<file path="src/rtl/exc_pkg.sv">
// exc_pkg: shared exception codes, controller states and default handler vector.
`default_nettype none

package exc_pkg;

    typedef enum logic [2:0] {
        EXC_INT  = 3'd0,
        EXC_PC   = 3'd1,
        EXC_ILL  = 3'd2,
        EXC_BR   = 3'd3,
        EXC_ADDR = 3'd4,
        EXC_OVF  = 3'd5
    } exc_code_t;

    typedef enum logic [1:0] {
        ST_RUN     = 2'd0,
        ST_FLUSH   = 2'd1,
        ST_HANDLER = 2'd2
    } exc_state_t;

    localparam logic [31:0] DEFAULT_HANDLER_ADDR = 32'h0000_4180;

    // Overflow still lets the store through; every other cause kills memory writes too.
    function automatic logic kills_mem(input exc_code_t code);
        return code != EXC_OVF;
    endfunction

endpackage

`default_nettype wire

</file>
<file path="src/rtl/exc_prio_enc.sv">
// exc_prio_enc: fixed-priority selection of the exception to take this cycle.
`default_nettype none

module exc_prio_enc
    import exc_pkg::*;
(
    input  logic      fault_en,
    input  logic      irq_en,
    input  logic      pc_err,
    input  logic      illegal,
    input  logic      branch_err,
    input  logic      addr_err,
    input  logic      ovf,
    input  logic      irq_pend,
    output logic      take,
    output exc_code_t code
);

    always_comb begin
        take = 1'b1;
        code = EXC_INT;
        if (fault_en && pc_err)          code = EXC_PC;
        else if (fault_en && illegal)    code = EXC_ILL;
        else if (fault_en && branch_err) code = EXC_BR;
        else if (fault_en && addr_err)   code = EXC_ADDR;
        else if (fault_en && ovf)        code = EXC_OVF;
        else if (irq_en && irq_pend)     code = EXC_INT;
        else                             take = 1'b0;
    end

endmodule

`default_nettype wire

</file>
<file path="src/rtl/exc_ctrl.sv">
// exc_ctrl: precise exception / interrupt controller with flush sequencing and eret.
// Optional macro EXC_IRQ_SYNC_EN adds a 2-flop synchroniser on irq_i.
`default_nettype none

module exc_ctrl
    import exc_pkg::*;
#(
    parameter int                DATA_W       = 32,
    parameter int                NUM_IRQ      = 6,
    parameter int                FLUSH_CYCLES = 2,
    parameter logic [DATA_W-1:0] HANDLER_ADDR = DEFAULT_HANDLER_ADDR
) (
    input  logic               clk,
    input  logic               reset,
    input  logic               valid_i,
    input  logic [DATA_W-1:0]  pc_i,
    input  logic               is_branch_i,
    input  logic               pc_err_i,
    input  logic               illegal_i,
    input  logic               branch_err_i,
    input  logic               addr_err_i,
    input  logic               ovf_i,
    input  logic               eret_i,
    input  logic [NUM_IRQ-1:0] irq_i,
    input  logic [NUM_IRQ-1:0] irq_mask_i,
    input  logic               reg_wr_i,
    input  logic               mem_wr_i,
    input  logic [3:0]         mem_be_i,
    output logic               reg_wr_o,
    output logic               mem_wr_o,
    output logic [3:0]         mem_be_o,
    output logic               redirect_o,
    output logic [DATA_W-1:0]  redirect_pc_o,
    output logic               flush_o,
    output logic [DATA_W-1:0]  epc_o,
    output logic [2:0]         cause_o,
    output logic [NUM_IRQ-1:0] irq_pend_o,
    output logic               bd_o,
    output logic               exl_o
);

    exc_state_t         state;
    logic [2:0]         flush_cnt;
    logic               prev_branch;
    logic [NUM_IRQ-1:0] irq_eff;
    logic               take;
    exc_code_t          code;
    logic               eret_accept;

`ifdef EXC_IRQ_SYNC_EN
    logic [NUM_IRQ-1:0] irq_s1;
    logic [NUM_IRQ-1:0] irq_s2;

    always_ff @(posedge clk) begin
        if (!reset) begin
            irq_s1 <= '0;
            irq_s2 <= '0;
        end else begin
            irq_s1 <= irq_i;
            irq_s2 <= irq_s1;
        end
    end

    assign irq_eff = irq_s2;
`else
    assign irq_eff = irq_i;
`endif

    assign irq_pend_o = irq_eff & irq_mask_i;

    // An eret outside the handler is treated as an illegal instruction.
    exc_prio_enc u_prio (
        .fault_en   (valid_i && (state != ST_FLUSH)),
        .irq_en     (valid_i && (state == ST_RUN)),
        .pc_err     (pc_err_i),
        .illegal    (illegal_i || (eret_i && !exl_o)),
        .branch_err (branch_err_i),
        .addr_err   (addr_err_i),
        .ovf        (ovf_i),
        .irq_pend   (|irq_pend_o),
        .take       (take),
        .code       (code)
    );

    assign eret_accept = (state == ST_HANDLER) && valid_i && eret_i && !take;

    always_comb begin
        reg_wr_o = reg_wr_i;
        mem_wr_o = mem_wr_i;
        mem_be_o = mem_be_i;
        if (state == ST_FLUSH || take) begin
            reg_wr_o = 1'b0;
            if (state == ST_FLUSH || kills_mem(code)) begin
                mem_wr_o = 1'b0;
                mem_be_o = 4'b0000;
            end
        end
    end

    always_ff @(posedge clk) begin
        if (!reset) begin
            state         <= ST_RUN;
            flush_cnt     <= 3'd0;
            prev_branch   <= 1'b0;
            epc_o         <= '0;
            cause_o       <= 3'd0;
            bd_o          <= 1'b0;
            exl_o         <= 1'b0;
            redirect_o    <= 1'b0;
            redirect_pc_o <= '0;
            flush_o       <= 1'b0;
        end else begin
            redirect_o  <= 1'b0;
            // Branch history is meaningless across a flush or a redirect.
            prev_branch <= valid_i && is_branch_i && (state != ST_FLUSH)
                           && !take && !eret_accept && !redirect_o;
            case (state)
                ST_RUN, ST_HANDLER: begin
                    if (take) begin
                        cause_o <= code;
                        if (!exl_o) begin
                            bd_o  <= prev_branch;
                            epc_o <= prev_branch ? (pc_i - DATA_W'(4)) : pc_i;
                        end
                        exl_o         <= 1'b1;
                        state         <= ST_FLUSH;
                        flush_cnt     <= 3'(FLUSH_CYCLES);
                        flush_o       <= 1'b1;
                        redirect_o    <= 1'b1;
                        redirect_pc_o <= HANDLER_ADDR;
                    end else if (eret_accept) begin
                        exl_o         <= 1'b0;
                        state         <= ST_RUN;
                        redirect_o    <= 1'b1;
                        redirect_pc_o <= epc_o;
                    end
                end
                ST_FLUSH: begin
                    flush_cnt <= flush_cnt - 3'd1;
                    if (flush_cnt <= 3'd1) begin
                        flush_o <= 1'b0;
                        state   <= ST_HANDLER;
                    end
                end
                default: begin
                    state   <= ST_RUN;
                    flush_o <= 1'b0;
                end
            endcase
        end
    end

endmodule

`default_nettype wire

</file>
<file path="config.mk">
export PLATFORM = sky130hd
export DESIGN_NAME = exc_ctrl
export DESIGN_NICKNAME = d
export VERILOG_FILES = /design/src/rtl/exc_pkg.sv /design/src/rtl/exc_prio_enc.sv /design/src/rtl/exc_ctrl.sv
export SDC_FILE = /design/constraint.sdc
export NUM_CORES = 1
export LEC_CHECK = 0
export CORE_MARGIN = 3
export CORE_UTILIZATION = 46
export DETAILED_ROUTE_END_ITERATION = 12
export PLACE_DENSITY = 0.79
export SYNTH_ARGS = -nofsm -noshare
export SYNTH_HDL_FRONTEND = slang
export SYNTH_SLANG_ARGS = --single-unit
</file>
<file path="constraint.sdc">
create_clock -name clk -period 2.15 [get_ports clk]
set_input_delay 0.215 -clock clk [delete_from_list [all_inputs] [get_ports clk]]
set_output_delay 0.215 -clock clk [all_outputs]
set_load 0.05 [all_outputs]
</file>
# After elaboration in Yosys (flattened, before gate mapping)
# Index checks and enable logic that the tools add are counted.
dict set report totals {
  reg_bits 77
  inputBits 60
  word_cells 90
}
dict set report op_classes {
  add_sub_neg 2
  mux 32
  reduce_logical 36
  magnitude_cmp 1
  bitwise_logic 2
  eq_ne 7
}
# cell n
set ops {}
lappend ops {{$mux W32} 3}
lappend ops {{$sub A32 B3 Y32 const B} 1}
lappend ops {{$mux W3} 6}
lappend ops {{$logic_and A1 B1 Y1} 17}
lappend ops {{$mux W1} 15}
lappend ops {{$reduce_and A2 Y1} 6}
lappend ops {{$mux W4} 2}
lappend ops {{$and A6 B6 Y6} 1}
lappend ops {{$mux W2} 3}
lappend ops {{$ne A3 B3 Y1 const B} 2}
lappend ops {{$pmux W3 S2} 1}
lappend ops {{$reduce_or A6 Y1} 1}
lappend ops {{$logic_not A1 Y1} 4}
lappend ops {{$ne A2 B1 Y1 const B} 2}
lappend ops {{$pmux W2 S2} 1}
lappend ops {{$reduce_bool A2 Y1} 2}
lappend ops {{$le A3 B1 Y1 const B} 1}
lappend ops {{$logic_or A1 B1 Y1} 3}
lappend ops {{$reduce_and A3 Y1} 1}
lappend ops {{$sub A3 B1 Y3 const B} 1}
lappend ops {{$eq A2 B1 Y1 const B} 1}
lappend ops {{$eq A2 B2 Y1 const B} 1}
lappend ops {{$logic_not A2 Y1} 1}
lappend ops {{$ne A2 B2 Y1 const B} 1}
lappend ops {{other kinds (3)} 3}

# Logic depth before layout (Yosys ltp)
# Gate-level depths: netlist of the first run.
dict set report logic_depth {
  ltp_word 14
  mapped_depth 6
}

# Modules after synthesis
# From an unflattened synthesis of the first run, not the netlist that was laid out.
dict set report unflattened {
  cells_unflattened 399
  area_unflattened_um2 3479.6
}
# module seq_area_each_um2 instances cells_each area_each_um2
set by_module_without_submodules {}
lappend by_module_without_submodules {exc_ctrl 1541.5 1 387 3410.8}
lappend by_module_without_submodules {exc_prio_enc 0.0 1 12 68.8}

# Worst setup path before layout of the first run
# Ideal clock, no wire load.
dict set report synth_path {
  path_kind {reg2reg}
  from {reg exl_o}
  to {reg redirect_pc_o[0]}
  setup_slack_ps 38
  stages_incl_launch_ff 7
  setup_ps 73
  arrival_time_ps 2038
  t_required_ps 2077
  path_buffers 2
  period_less_slack_ps 2112
  path_cell_list {dfxtp_1 > nand2b_1 > and3_1 > clkbuf_1 > a21oi_1 > clkbuf_1 > mux2i_1}
}
dict set report synth_between {
  elab_chain_len 10
}
# element line_no
set synth_lines {}
lappend synth_lines {{start, declared} exc_ctrl.sv:39} ;# output logic exl_o
lappend synth_lines {{start signal, assigned} exc_ctrl.sv:108} ;# exl_o <= 1'b0;
lappend synth_lines {{start signal, assigned} exc_ctrl.sv:125} ;# exl_o <= 1'b1;
lappend synth_lines {{start signal, assigned} exc_ctrl.sv:132} ;# exl_o <= 1'b0;
lappend synth_lines {{$logic_not A1 Y1 *} -}
lappend synth_lines {{$logic_and A1 B1 Y1 *} exc_ctrl.sv:76} ;# .illegal (illegal_i || (eret_i && !exl_o)),
lappend synth_lines {{$logic_or A1 B1 Y1 *} exc_ctrl.sv:76}
lappend synth_lines {{$logic_and A1 B1 Y1 *} exc_prio_enc.sv:23} ;# else if (fault_en && illegal) code = EXC_ILL;
lappend synth_lines {{$mux W1 *} exc_prio_enc.sv:23}
lappend synth_lines {{$mux W1 *} exc_prio_enc.sv:22} ;# if (fault_en && pc_err) code = EXC_PC;
lappend synth_lines {{$logic_not A1 Y1} exc_ctrl.sv:85} ;# assign eret_accept = (state == ST_HANDLER) && valid_i && eret_i && !take;
lappend synth_lines {{$logic_and A1 B1 Y1} exc_ctrl.sv:85}
lappend synth_lines {{$reduce_bool A2 Y1 (no line)} -}
lappend synth_lines {{$reduce_and A2 Y1 (no line)} -}
lappend synth_lines {{end signal, assigned} exc_ctrl.sv:135} ;# redirect_pc_o <= epc_o;
lappend synth_lines {{end, declared} exc_ctrl.sv:33} ;# output logic [DATA_W-1:0] redirect_pc_o,
# Every way passes the cells marked *; elsewhere a longest branch is shown, timed or not.
# A chain may end at the register's enable or synchronous reset.

# Worst setup path in the final report of the first run
dict set report layout_path {
  from {in pc_i[15]}
  to {reg epc_o[19]}
}
dict set report layout_between {
  elab_chain_len 2
}
# element line_no
set layout_lines {}
lappend layout_lines {{start, declared} exc_ctrl.sv:16} ;# input logic [DATA_W-1:0] pc_i,
lappend layout_lines {{$sub A32 B3 Y32} exc_ctrl.sv:123} ;# epc_o <= prev_branch ? (pc_i - DATA_W'(4)) : pc_i;
lappend layout_lines {{$mux W32} exc_ctrl.sv:123}
lappend layout_lines {{end signal, assigned} exc_ctrl.sv:123}
lappend layout_lines {{end, declared} exc_ctrl.sv:35} ;# output logic [DATA_W-1:0] epc_o,
# Every way passes these cells.

==> results of run 1 <==
==> worst reg2reg max path: cells and delay by family (launching register included) <==
family          cells  cell delay [ns]
compound gates      1             0.29
buf+inv             2             0.34
flops               1             0.37
simple gates        3             0.89
==> final cells by class <==
type	count	area [um2]	area share, %
flip-flops and latches	77	1540	23.6
inverters	9	33.8	0.518
well taps	108	135	2.07
repair buffers	208	2050	31.4
multi-input cells	338	2540	38.9
clock inverters	7	105	1.61
clock buffers	9	124	1.90
==> per-layer routing <==
metal	vias up	wire, um	part of all wire, %
met3	22	1130	8.2
met5	-	0	0
li1	2210	-	-
met2	183	6410	47
met4	0	232	1.7
met1	2192	5940	43
==> cell usage in the layout (no fill, tap or decap), drive strengths merged, types with 14 or more instances in the layout <==
cell	synthesis	layout
a211oi	43	43
a311oi	18	18
buf	7	79
clkdlybuf4s50	0	125
dfxtp	77	77
mux2i	30	30
nand2	39	39
o2111ai	30	30
o31ai	14	14
or4	18	18
==> per-stage QoR <==
step | worst slack [ns] | power (uW) | std cells
2_1_floorplan | 0.0384 | 2490 | 469
3_3_place_gp | -0.377 | 3090 | 739
3_5_place_dp | -0.418 | 3120 | 739
4_1_cts | 0.00548 | 4380 | 755
5_1_grt | 0.00122 | 4550 | 756
6_report | 0.0555 | 4380 | 756
==> sequential cells by signal (all words and copies together) (netlist names) <==
signal / cells
redirect_o: 1
bd_o: 1
redirect_pc_o: 32
cause_o: 3
epc_o: 32
flush_cnt: 3
state: 2
flush_o: 1
prev_branch: 1
exl_o: 1
==> power by group <==
part / switching (uW) / internal, uW
Combinational: 882 / 596
Clock: 598 / 672
Sequential: 94.7 / 1540
Total: 1570 / 2810
==> logic make-up (layout without fill, tap and decap cells) <==
family	after synthesis	count (layout)
buf+inv	54	233
compound gates	159	159
simple gates	133	133
fa+ha+maj	3	3
mux	31	31
xor+xnor	12	12
flops	77	77
==> how the worst max path moves through the flow <==
stage / end / slack [ns] / cells past startpoint
global route: epc_o[19] / 0.001 / 5
CTS: reg_wr_o / 0.005 / 6
finish: epc_o[19] / 0.06 / 5
global placement: epc_o[30] / -0.38 / 5
detailed placement: epc_o[29] / -0.42 / 5
floorplan: redirect_pc_o[0] / 0.04 / 6
==> what timing repair did <==
action	4_1_cts	5_1_grt
gates resized for setup	2	14
setup endpoints to repair	8	12
setup buffers	0	1
gates cloned	0	0
pin swaps	2	3
==> reports/qor.yml, run 1 <==
holdWs_ns: 0.194
min_to: "epc_o[26]"
crit_start: "pc_i[15]"
yosysMostFrequentCell: "dfxtp_1"
clkTransAtPathRegs_ns: 0.09
status: "complete, no violations"
slowest_stage: "or4_4"
finalCriticalPeriod_ns: 2.09
rsz0062_at_grt: "false"
syn_nets: 532
crit_family: "simple AND/OR/NAND/NOR gates"
ys_top_cells_by_count: "dfxtp_1, a211oi_1, clkbuf_1, nand2_1"
layout-drive-gt1-share_pct: 20.1
r2r_slack_ns: 0.17
reg2reg_from: "prev_branch"
netlist_area_um2: 4210
yosysWarnings: 0
final_core_util_pct: 74.1
grt_busiest_layer: "met2"
vias_per_cell: 6.09
synthCells: 469
num_antenna_cells: 0
hold_path.startpoint: "pc_i[26]"
p_leak_uw: 0.00233
core.rowCount: 34
yosysTopAreaCell: "dfxtp_1"
critPathLaunchType: "input pin"
yosysSeqAreaShare_pct: 36.6
synth_fa_ha_area_share_pct: 0.892
fp.coreArea_um2: 8810
fmax_ghz: 0.477
max_stage_delay_ns: 0.55
cts.sinks: 77
fin_area_um2: 6520
drt_iter0_drc: 190
dieArea_um2: 10300
num_vias: 4607
cts.hold.buffers_added: 0
power_density_nw_per_um2: 672
ir_drop_v: 0.000450
cts_tree: "done"
synth_mux_area_share_pct: 7.40
start_util_pct: 47.8
clock_path_buffers: 2
grt_max_degree: 72
r2r_end: "epc_o[19]"
gp_congestion: 0.877
die_h_um: 102
grt_use_met2_pct: 42.8
r2r_cells: 6
grt_usage_pct: 26.4
fp.dieW_um: 102
arrival_ns: 2.35
critPathKind: "in2reg"
endpoint_kind: "flop"
yosysTopAreaCellShare_pct: 36.6
drc_errors: 0
synth-seq-cells: 77
tns_ns: 0
met3_usage_pct: 6.27
hold_violations: 0
grt_util_met1_pct: 34.5
wl_mm: 13.7
holdPathStages: 3
synth_top_family_by_area: "compound AO/OA/AOI/OAI gates"
pin_count: 143
slew_headroom_pct: 65.2
synth.avg_cell_area_um2: 8.97
n_fill_cell: 669
synth-xor-area-share_pct: 2.50
worst_pin_slew_ns: 0.520
root_buffer: "clkbuf_8"
hpwl_mm: 9.79
port_buffers: 142
dr.pass1.iters: 4
fin_crit_sh_pct: 97.4
crit_fanout: 8
cts_buffers: 9
grt_first_pass_wirelength_mm: 21.9
antenna_left: 0
ys.flop_type: "dfxtp_1"
nets: 706
htreeDepth: 3
synth_compound_area_share_pct: 29.3
overflow: 0
synth_area_leaders: "dfxtp_1, a211oi_1, mux2i_1"
clock_latency_ns: 0.37
synth_edf_count: 0
fin_worst_skew_ns: 0.0142
placed_area_um2: 6220
async_flop_share_pct: 0
grt_pass1_vias: 4445
hp-class: "in2reg"
antenna_found_initial: 0
area_delta_synth_final_pct: 55.0
avgRoutedWirePerCell_um: 18.1
finalSetupViolCount: 0
critical_path_required_ns: 2.41
crit_chain: "clkdlybuf4s50_1 -> or4_4 -> or3_4 -> or4_1 -> a311oi_2"
drv_cap: 0
report.final.slew_viol_count: 0
cp_num_buf_inv: 1
ys_types: 58
synth_simple_gate_area_share_pct: 18.3
(Power assumes the default switching activity.)
==> inputs of run 2 (changes only) <==
--- a/config.mk
+++ b/config.mk
@@ -8,7 +8,7 @@
 export CORE_MARGIN = 3
 export CORE_UTILIZATION = 46
 export DETAILED_ROUTE_END_ITERATION = 12
-export PLACE_DENSITY = 0.79
+export PLACE_DENSITY = 0.83
 export SYNTH_ARGS = -nofsm -noshare
 export SYNTH_HDL_FRONTEND = slang
 export SYNTH_SLANG_ARGS = --single-unit
==> reports/qor.yml, run 2 (synthesis results as in run 1) <==
p_int_uw: 2930  # was 2810 uW
tns_ns: -0.0209  # was 0 ns
rsz0062_at_grt: "true"  # was false
htreeDepth: 3  # unchanged
top_regs: "epc_o: 32 flops, redirect_pc_o: 32 flops"  # unchanged
layout_commonest_cell: "clkdlybuf4s50_1"  # unchanged
port_buffers: 142  # unchanged
num_antenna_cells: 0  # unchanged
r2r_slack_ns: 0.11  # was 0.17 ns
fp.coreArea_um2: 8810  # unchanged
cts_tree: "done"  # unchanged
p_switching_uw: 1580  # was 1570 uW
clock_path_buffers: 2  # unchanged
worst_pin_slew_ns: 0.669  # was 0.520 ns
cts_buffers: 9  # unchanged
crit_fanout: 8  # unchanged
dieArea_um2: 10300  # unchanged
drc_errors: 0  # unchanged
grt_max_degree: 69  # was 72
core.rowCount: 34  # unchanged
vias_per_cell: 6.30  # was 6.09
antenna_found_initial: 0  # unchanged
num_vias: 4799  # was 4,607
drt_iter0_drc: 214  # was 190
crit_family: "simple AND/OR/NAND/NOR gates"  # unchanged
ir_drop_v: 0.000439  # was 0.000450 V
root_buffer: "clkbuf_8"  # unchanged
finalSetupViolCount: 1  # was 0
pwr-share-seq_pct: 36.4  # was 37.3%
hold_violations: 0  # unchanged
wl_mm: 14.2  # was 13.7 mm
crit_chain: "clkdlybuf4s50_1 -> or4_4 -> nand4bb_4 -> buf_4 -> clkbuf_16 -> or3_1 -> a311oi_1"  # was clkdlybuf4s50_1 -> or4_4 -> or3_4 -> or4_1 -> a311oi_2
cts.sinks: 77  # unchanged
holdWs_ns: 0.142  # was 0.194 ns
hp-class: "in2reg"  # unchanged
slowest_stage: "or4_4"  # unchanged
finalCriticalPeriod_ns: 2.17  # was 2.09 ns
endpoint_kind: "flop"  # unchanged
placed_area_um2: 6250  # was 6220 um2
hpwl_mm: 10.2  # was 9.79 mm
clkTransAtPathRegs_ns: 0.09  # about the same
drv_cap: 0  # unchanged
switching_share_pct: 35.0  # was 35.9%
clock_latency_ns: 0.36  # was 0.37 ns
max_stage_delay_ns: 0.53  # was 0.55 ns
grt_busiest_layer: "met2"  # unchanged
power_density_nw_per_um2: 681  # was 672 nW/um2
p_leak_uw: 0.00240  # was 0.00233 uW
nets: 712  # was 706
fp.dieW_um: 102  # unchanged
arrival_ns: 2.42  # was 2.35 ns
antenna_left: 0  # unchanged
die_h_um: 102  # unchanged
gp_congestion: 0.906  # was 0.877
fmax_ghz: 0.461  # was 0.477 GHz
met3_usage_pct: 5.92  # was 6.27%
fin_worst_skew_ns: 0.0140  # was 0.0142 ns
area_delta_synth_final_pct: 57.3  # was 55.0%
fin_ws_ns: -0.0209  # was 0.0555 ns
status: "complete, but fails checks"  # was complete, no violations
start_util_pct: 47.8  # unchanged
grt_use_met2_pct: 43.7  # was 42.8%
critical_path_required_ns: 2.40  # was 2.41 ns
grt_first_pass_wirelength_mm: 22.0  # was 21.9 mm
grt_util_met1_pct: 33.7  # was 34.5%
grt_usage_pct: 26.2  # was 26.4%
critPathKind: "in2reg"  # unchanged
avgRoutedWirePerCell_um: 18.7  # was 18.1 um
overflow: 0  # unchanged
violations: "negative setup slack"
n_fill_cell: 658  # was 669
critPathLaunchType: "input pin"  # unchanged
layout-drive-gt1-share_pct: 20.9  # was 20.1%
fin_crit_sh_pct: 101  # was 97.4%
power_frac_comb_pct: 32.8  # was 33.7%
report.final.slew_viol_count: 0  # unchanged
final_cell_mix: "clkdlybuf4s50_1, dfxtp_1, buf_4"  # unchanged
grt_pass1_vias: 4510  # was 4,445
dr.pass1.iters: 8  # was 4
fin_area_um2: 6620  # was 6520 um2
pin_count: 143  # unchanged
power_frac_clock_pct: 30.8  # was 29.0%
cp_num_buf_inv: 3  # was 1
slew_headroom_pct: 55.4  # was 65.2%
==> run 2: cell types whose count changed in the layout (fill, tap and decap cells not counted), sizes merged <==
cell,change
clkdlybuf4s50,-1
clkinv,-1
bufinv,+1
dlymetal6s2s,+1
buf,+5
clkbuf,+1
==> run 2: what timing repair did <==
| action | in CTS | in global routing |
|---|---|---|
| pin swaps | 3 | 6 |
| setup endpoints to repair | 7 | 18 |
| gates resized for setup | 1 | 17 |
| gates cloned | 0 | 1 |
| hold buffers | 0 | 0 |
| setup buffers | 0 | 2 |
==> run 2: path summary, 6_finish.rpt <==
kind                                   startpoint           endpoint  cells after the start
worst max-delay path                     pc_i[14]          epc_o[23]                      7
worst min-delay path                        reset  redirect_pc_o[14]                      2
worst max register to register        prev_branch          epc_o[23]                      4
worst min register to register  redirect_pc_o[18]  redirect_pc_o[18]                      2
==> run 2: cell type report <==
cell class	count	area, um2	area share, %
multi-input cells	338	2540	38.4
repair buffers	214	2110	31.9
flip-flops and latches	77	1540	23.3
well taps	108	135	2.04
clock inverters	7	129	1.95
clock buffers	9	124	1.87
inverters	9	33.8	0.510
==> run 2: stage by stage <==
step                power, uW  utilization, %  cells  setup WS [ns]
finish                   4510            75.2    762        -0.0209
global route             4670            75.2    762        -0.0413
CTS                      4500            73.9    759        0.00220
detailed placement       3120            71.0    743         -0.412
global placement         3100            71.0    743         -0.328
floorplan                2490               -    469         0.0384
==> run 2: power by group through the flow <==
stage / sequential (uW) / clock (uW) / combinational (uW)
6_report: 1640 / 1390 / 1480
5_1_grt: 1650 / 1460 / 1560
2_1_floorplan: 2010 / 0 / 484
3_5_place_dp: 1670 / 0 / 1460
4_1_cts: 1640 / 1400 / 1460
3_3_place_gp: 1670 / 0 / 1430
==> run 2: metal layers <==
metal / vias to the layer above / share of wire [%]
li1: 2219 / -
met5: - / 0
met2: 257 / 48
met1: 2303 / 41
met4: 0 / 1.3
met3: 20 / 9.3
==> run 2: worst register-to-register path: cells and delay by family, from the launching register on <==
family | cells | cell delay [ns]
simple gates | 3 | 1.28
flops | 1 | 0.35
compound gates | 1 | 0.32
